[src/rtl/johnson_decoder.sv]
// rtl/johnson_decoder.sv - Johnson code decoder with succession check, lock FSM and error counter
module johnson_decoder #(
    parameter int N        = 5,
    parameter int IDX_W    = 4,
    parameter int LOCK_CNT = 3
) (
    input  logic             clk,
    input  logic             reset,
    input  logic [N-1:0]     code_in,
    input  logic             code_valid,
    input  logic             clear_err,
    output logic [IDX_W-1:0] index,
    output logic             index_valid,
    output logic             illegal,
    output logic             seq_err,
    output logic             wrap,
    output logic             locked,
    output logic [7:0]       err_count
);

    localparam logic [N-1:0]     ONES     = '1;
    localparam logic [IDX_W-1:0] LAST_IDX = IDX_W'(2 * N - 1);
    localparam logic [3:0]       LOCK_TGT = 4'(LOCK_CNT);

    typedef enum logic {
        UNLOCKED = 1'b0,
        LOCKED   = 1'b1
    } lock_state_t;

    logic [IDX_W-1:0] index_q, ref_idx_q;
    logic             index_valid_q, illegal_q, seq_err_q, wrap_q, ref_ok_q, locked_q;
    logic [7:0]       err_count_q;
    logic [3:0]       good_cnt_q;
    lock_state_t      state_q;

    logic             code_legal;
    logic [IDX_W-1:0] code_idx;
    logic [IDX_W-1:0] exp_idx;
    logic             mismatch;
    logic             good_step;
    logic             bad_sample;
    logic [3:0]       good_inc;

    // Decode: ones filled from the MSB give index k, ones filled from the LSB give 2N-m
    always_comb begin
        code_legal = 1'b0;
        code_idx   = '0;
        for (int k = 0; k <= N; k++) begin
            if (code_in == ~(ONES >> k)) begin
                code_legal = 1'b1;
                code_idx   = IDX_W'(k);
            end
        end
        for (int m = 1; m < N; m++) begin
            if (code_in == (ONES >> (N - m))) begin
                code_legal = 1'b1;
                code_idx   = IDX_W'(2 * N - m);
            end
        end
    end

    // Succession qualifiers for the current sample against the stored reference
    always_comb begin
        exp_idx    = (ref_idx_q == LAST_IDX) ? '0 : ref_idx_q + 1'b1;
        mismatch   = ref_ok_q && (code_idx != exp_idx);
        good_step  = code_valid && code_legal && ref_ok_q && !mismatch;
        bad_sample = code_valid && (!code_legal || mismatch);
        good_inc   = good_cnt_q + 4'd1;
    end

    // Sample datapath: decoded index, status flags, reference and error counter
    always_ff @(posedge clk or posedge reset) begin
        if (reset) begin
            index_q       <= '0;
            index_valid_q <= 1'b0;
            illegal_q     <= 1'b0;
            seq_err_q     <= 1'b0;
            wrap_q        <= 1'b0;
            ref_ok_q      <= 1'b0;
            ref_idx_q     <= '0;
            err_count_q   <= '0;
        end else begin
            wrap_q <= 1'b0;
            if (code_valid) begin
                if (code_legal) begin
                    index_q       <= code_idx;
                    index_valid_q <= 1'b1;
                    illegal_q     <= 1'b0;
                    seq_err_q     <= mismatch;
                    wrap_q        <= good_step && (code_idx == '0);
                    ref_ok_q      <= 1'b1;
                    ref_idx_q     <= code_idx;
                end else begin
                    index_valid_q <= 1'b0;
                    illegal_q     <= 1'b1;
                    seq_err_q     <= 1'b0;
                    ref_ok_q      <= 1'b0;
                end
            end
            if (clear_err) begin
                err_count_q <= bad_sample ? 8'd1 : 8'd0;
            end else if (bad_sample && (err_count_q != 8'hFF)) begin
                err_count_q <= err_count_q + 8'd1;
            end
        end
    end

    // Lock FSM: count consecutive correct successions, drop lock on the first error
    always_ff @(posedge clk or posedge reset) begin
        if (reset) begin
            state_q    <= UNLOCKED;
            good_cnt_q <= '0;
            locked_q   <= 1'b0;
        end else begin
            case (state_q)
                UNLOCKED: begin
                    if (bad_sample) begin
                        good_cnt_q <= '0;
                    end else if (good_step) begin
                        if (good_inc == LOCK_TGT) begin
                            state_q    <= LOCKED;
                            locked_q   <= 1'b1;
                            good_cnt_q <= '0;
                        end else begin
                            good_cnt_q <= good_inc;
                        end
                    end
                end
                LOCKED: begin
                    if (bad_sample) begin
                        state_q    <= UNLOCKED;
                        locked_q   <= 1'b0;
                        good_cnt_q <= '0;
                    end
                end
                default: begin
                    state_q    <= UNLOCKED;
                    locked_q   <= 1'b0;
                    good_cnt_q <= '0;
                end
            endcase
        end
    end

    assign index       = index_q;
    assign index_valid = index_valid_q;
    assign illegal     = illegal_q;
    assign seq_err     = seq_err_q;
    assign wrap        = wrap_q;
    assign locked      = locked_q;
    assign err_count   = err_count_q;

endmodule
[config.mk]
export PLATFORM = sky130hd
export DESIGN_NAME = johnson_decoder
export DESIGN_NICKNAME = d
export VERILOG_FILES = /design/src/rtl/johnson_decoder.sv
export SDC_FILE = /design/constraint.sdc
export NUM_CORES = 1
export LEC_CHECK = 0
export BUFFER_PORTS_ARGS = -buffer_cell sky130_fd_sc_hd__buf_2
export CORE_ASPECT_RATIO = 0.75
export CORE_MARGIN = 1
export CORE_UTILIZATION = 50
export DETAILED_ROUTE_END_ITERATION = 8
export PLACE_DENSITY = 0.72
export SLEW_MARGIN = 25
export SYNTH_ARGS = -nofsm -noshare
export SYNTH_HDL_FRONTEND = slang
export SYNTH_SLANG_ARGS = --single-unit
[constraint.sdc]
create_clock -name clk -period 2.65 [get_ports clk]
set_input_delay 0.3975 -clock clk [delete_from_list [all_inputs] [get_ports clk]]
set_output_delay 0.3975 -clock clk [all_outputs]
set_load 0.005 [all_outputs]
==> results by group <==
Synthesis
  – Mapped Cells: 183
  – Top cells by area, synth: dfrtp_1 36%, a21oi_1 4.8%, o21ai_0 4.8%
  – Synthesized flop and latch total: 22
  – Async SR Flop Fraction: 100%
  – Mean area per synthesized cell: 8.46 µm²
  – Main synth FF type: dfrtp_1
  – Synth Warn #: 0
  – Adder-cell area share of the yosys netlist: about 3%
  – Simple-Gate Fraction of Synth Area: roughly 27%
  – Number of flops mapped to enable cells by yosys: 0
  – Mux contribution to synthesized area: under 10%
  – Post-synthesis xor/xnor area fraction: between 2 and 2.5%
  – Post-synthesis compound-gate area fraction: 22.5%
  – Net Count, Synth: between 150 and 200
  – Main combinational cell family by area after synthesis: simple AND/OR/NAND/NOR gates
  – Sequential area share after synthesis: 35.5%
  – Share of the synthesized area in the top cell type: 35.5%
  – Area of the mapped netlist: 1550 µm²
  – Synth cell types: 50
  – Post-synth top area cell: dfrtp_1

Global routing
  – Initial antenna violation count: 0
  – First-pass GRT wire length: 6110 µm
  – Total gr overflow: 0
  – Vias in the first global route: 1,395
  – Total GRT Usage: 23.6%
  – Largest net degree at the start of global routing: 23

STA
  – Layout Skew: slightly below 0.006 ns
  – Final period util: ~90%
  – Unrepaired setup endpoints after global routing: no
  – Highest Clock Rate: approximately 0.43 GHz
  – Setup violations, final: 0
  – Slew @ Worst Pin: ~0.83 ns
  – Final hold slack: 0.291 ns
  – Post-layout minimum cycle time: roughly 2.3 ns
  – Worst slew margin: between 40% and 50%
  – Setup tns final: 0 ns
  – Final-report hold violation count: 0
  – Final Slew Violations: 0

Power and ir drop
  – Combinational Power Share: between 20% and 30%
  – Register share of total power: between 40% and 50%
  – Clock power frac: 25.8%
  – Pleak: between 0.0007 and 0.0008 µW
  – Sw Pwr: around 250 µW
  – P_int: roughly 550 µW
  – Pwr dens: 441 nW/µm²
  – Maximum vdd drop: between 0.0002 and 0.0003 V
  – Switching share of power: a little over 30%

Clock network
  – Insertion delay to the later sink of the worst-skew pair: between 0.2 and 0.3 ns
  – Clk sink count: 22
  – CTS clock-pin slew for the worst setup and hold paths: approximately 0.080 ns
  – Clock root buffer: clkbuf_8
  – Cts hold-fix bufs: 0
  – TritonCTS Buffers: 3
  – Maximum clock insertion buffer count: 2
  – CTS tree: done
  – Setup Buffers After CTS: 0
  – H-tree depth: 1
  – CTS resizes: 0

Critical path
  – Max stage delay on crit path: 0.51 ns
  – Worst Setup Start Kind: primary input
  – Worst endpoint data arrival time: ~2.5 ns
  – Crit Path Class: in2reg
  – R2R Setup Slk: about 0.3 ns
  – CP Buf/Inv Count: 2
  – Family with the most delay on the worst path: simple AND/OR/NAND/NOR gates
  – Endpoint type of the worst setup path: register
  – Worst path cell trace: buf_2 -> buf_4 -> nor2b_1 -> or3_1 -> and2_4 -> a31o_4 -> a31o_1 -> or4_1 -> a21oi_1
  – Worst path slowest cell: or4_1
  – CP max FO: 7
  – WP data required: 2.84 ns

Floorplan
  – Core footprint: between 2000 and 3000 µm²
  – Die extent in y: 50.2 µm
  – I/O pin cnt: 26
  – Die extent in x: approximately 66 µm
  – Die area: around 3300 µm²
  – Rows: 17
  – Starting Density: ~53%

Drt
  – Post-route ant nets: 0
  – Vias/cell: approximately 5.9
  – Vias: approximately 1,500
  – Routed wire per std cell: between 10 and 15 µm
  – First DRT Iteration DRCs: between 80 and 90
  – DRT Pass-1 Iters: 4
  – Routed wire length: around 3500 µm
  – Remaining DRCs: 0

Layout
  – Utilization after layout: around three fifths
  – Final #Nets: 227
  – Layout cells sized above 1: around 23%
  – Non-Filler Instances: about 250
  – Antenna Cells: 0
  – Synth-to-Final Area Change: 16.4%

Run
  – Max-cap viol count: 0

Placed design
  – Detailed placement HPWL: between 2000 and 3000 µm
  – DP Cell Count: roughly 250
  – PortBufs: 25
  – GPL Wtd Cong: around 0.93

Run status
  – Outcome: finished clean

Worst hold path
  – Min-delay worst type: in2async
layer usage:
layer	routed length (µm)	part of all wire, %	GRT usage [%]	up-vias
met5	0	0	0	-
met4	0	0	4.26	0
met3	184	5.3	5.45	0
met2	1640	47	35.9	41
met1	1650	48	34.3	704
li1	-	-	-	726
through the flow:
stage	cell area, µm²	worst slack [ns]	power (µW)
detailed placement	1760	0.0531	595
finish	1800	0.308	795
CTS	1800	0.317	803
global route	1800	0.179	842
global placement	1760	0.104	588
floorplan	1550	0.163	521
sequential cells by signal, indices dropped and copies added (netlist names):
| register | cells |
|---|---|
| err_count | 8 |
| good_cnt_q | 4 |
| ref_idx_q | 4 |
| illegal | 1 |
| locked | 1 |
| ref_ok_q | 1 |
| seq_err | 1 |
| state_q | 1 |
| wrap | 1 |
power groups by stage:
stage / sequential, µW / combinational [µW] / clock [µW]
3_5_place_dp: 387 / 208 / 0
2_1_floorplan: 377 / 144 / 0
3_3_place_gp: 385 / 203 / 0
4_1_cts: 380 / 210 / 213
6_report: 380 / 210 / 205
5_1_grt: 384 / 235 / 224
synthesized netlist by cell type (3+ instances only):
master / count
clkbuf_1: 4
ha_1: 3
nand3_1: 9
o21ai_0: 15
a31oi_1: 4
mux2i_1: 3
nand2_1: 17
buf_2: 4
inv_1: 11
and2_1: 3
nand4_1: 6
a21oi_1: 15
or3_1: 7
dfrtp_1: 22
nor2b_1: 6
nor2_1: 13
final timing paths:
path / start / to / depth (start not counted)
setup / recovery: code_in[4] / err_count[6]$_DFFE_PP0P_ / 9
hold / removal: reset / err_count[0]$_DFFE_PP0P_ / 2
setup reg to reg: ref_idx_q[1]$_DFFE_PP0N_ / err_count[6]$_DFFE_PP0P_ / 7
hold reg to reg: state_q$_DFF_PP0_ / locked$_DFFE_PP0P_ / 1
max in group asynchronous: reset / ref_idx_q[2]$_DFFE_PP0N_ / 2
min in group clk: code_valid / ref_ok_q$_DFFE_PP0P_ / 2
cell type report:
cell class              instances  area, µm²
clock buffers                   3       41.3
repair buffers                 37        215
well taps                      38       47.5
multi-input cells             140        907
fillers                       269       1130
inverters                      11       41.3
flip-flops and latches         22        551
worst register-to-register path, delay by kind of cell, from the launching register on:
kind               cells  cell delay, ns
and+or+nand+nor        3            0.77
DFF                    1            0.52
AOI/OAI and AO/OA      4            0.99
placed cells by master, fill, tap and decap left out, types with 2 or more instances in the layout:
cell and count:
nor2_1 13, or3_1 7, and2_1 3, buf_4 12, nand4_1 6, a21oi_1 15, nand3_1 9, mux2i_1 3
dfrtp_1 22, inv_1 11, o21ai_0 15, mux2_2 2, nor2b_1 6, a211oi_1 2, o32ai_1 2, nand2_1 17
ha_1 3, a31oi_1 4, clkbuf_8 3, nand2b_1 2, xnor2_1 2, buf_2 25, nand3b_1 2, xor2_1 2
cell families after synthesis:
| group | after synthesis |
|---|---|
| compound gates | 51 |
| mux | 5 |
| fa+ha+maj | 4 |
| flops | 22 |
| xor+xnor | 4 |
| simple gates | 76 |
| buf+inv | 21 |
No activity file was read; power rests on OpenSTA's default activity.
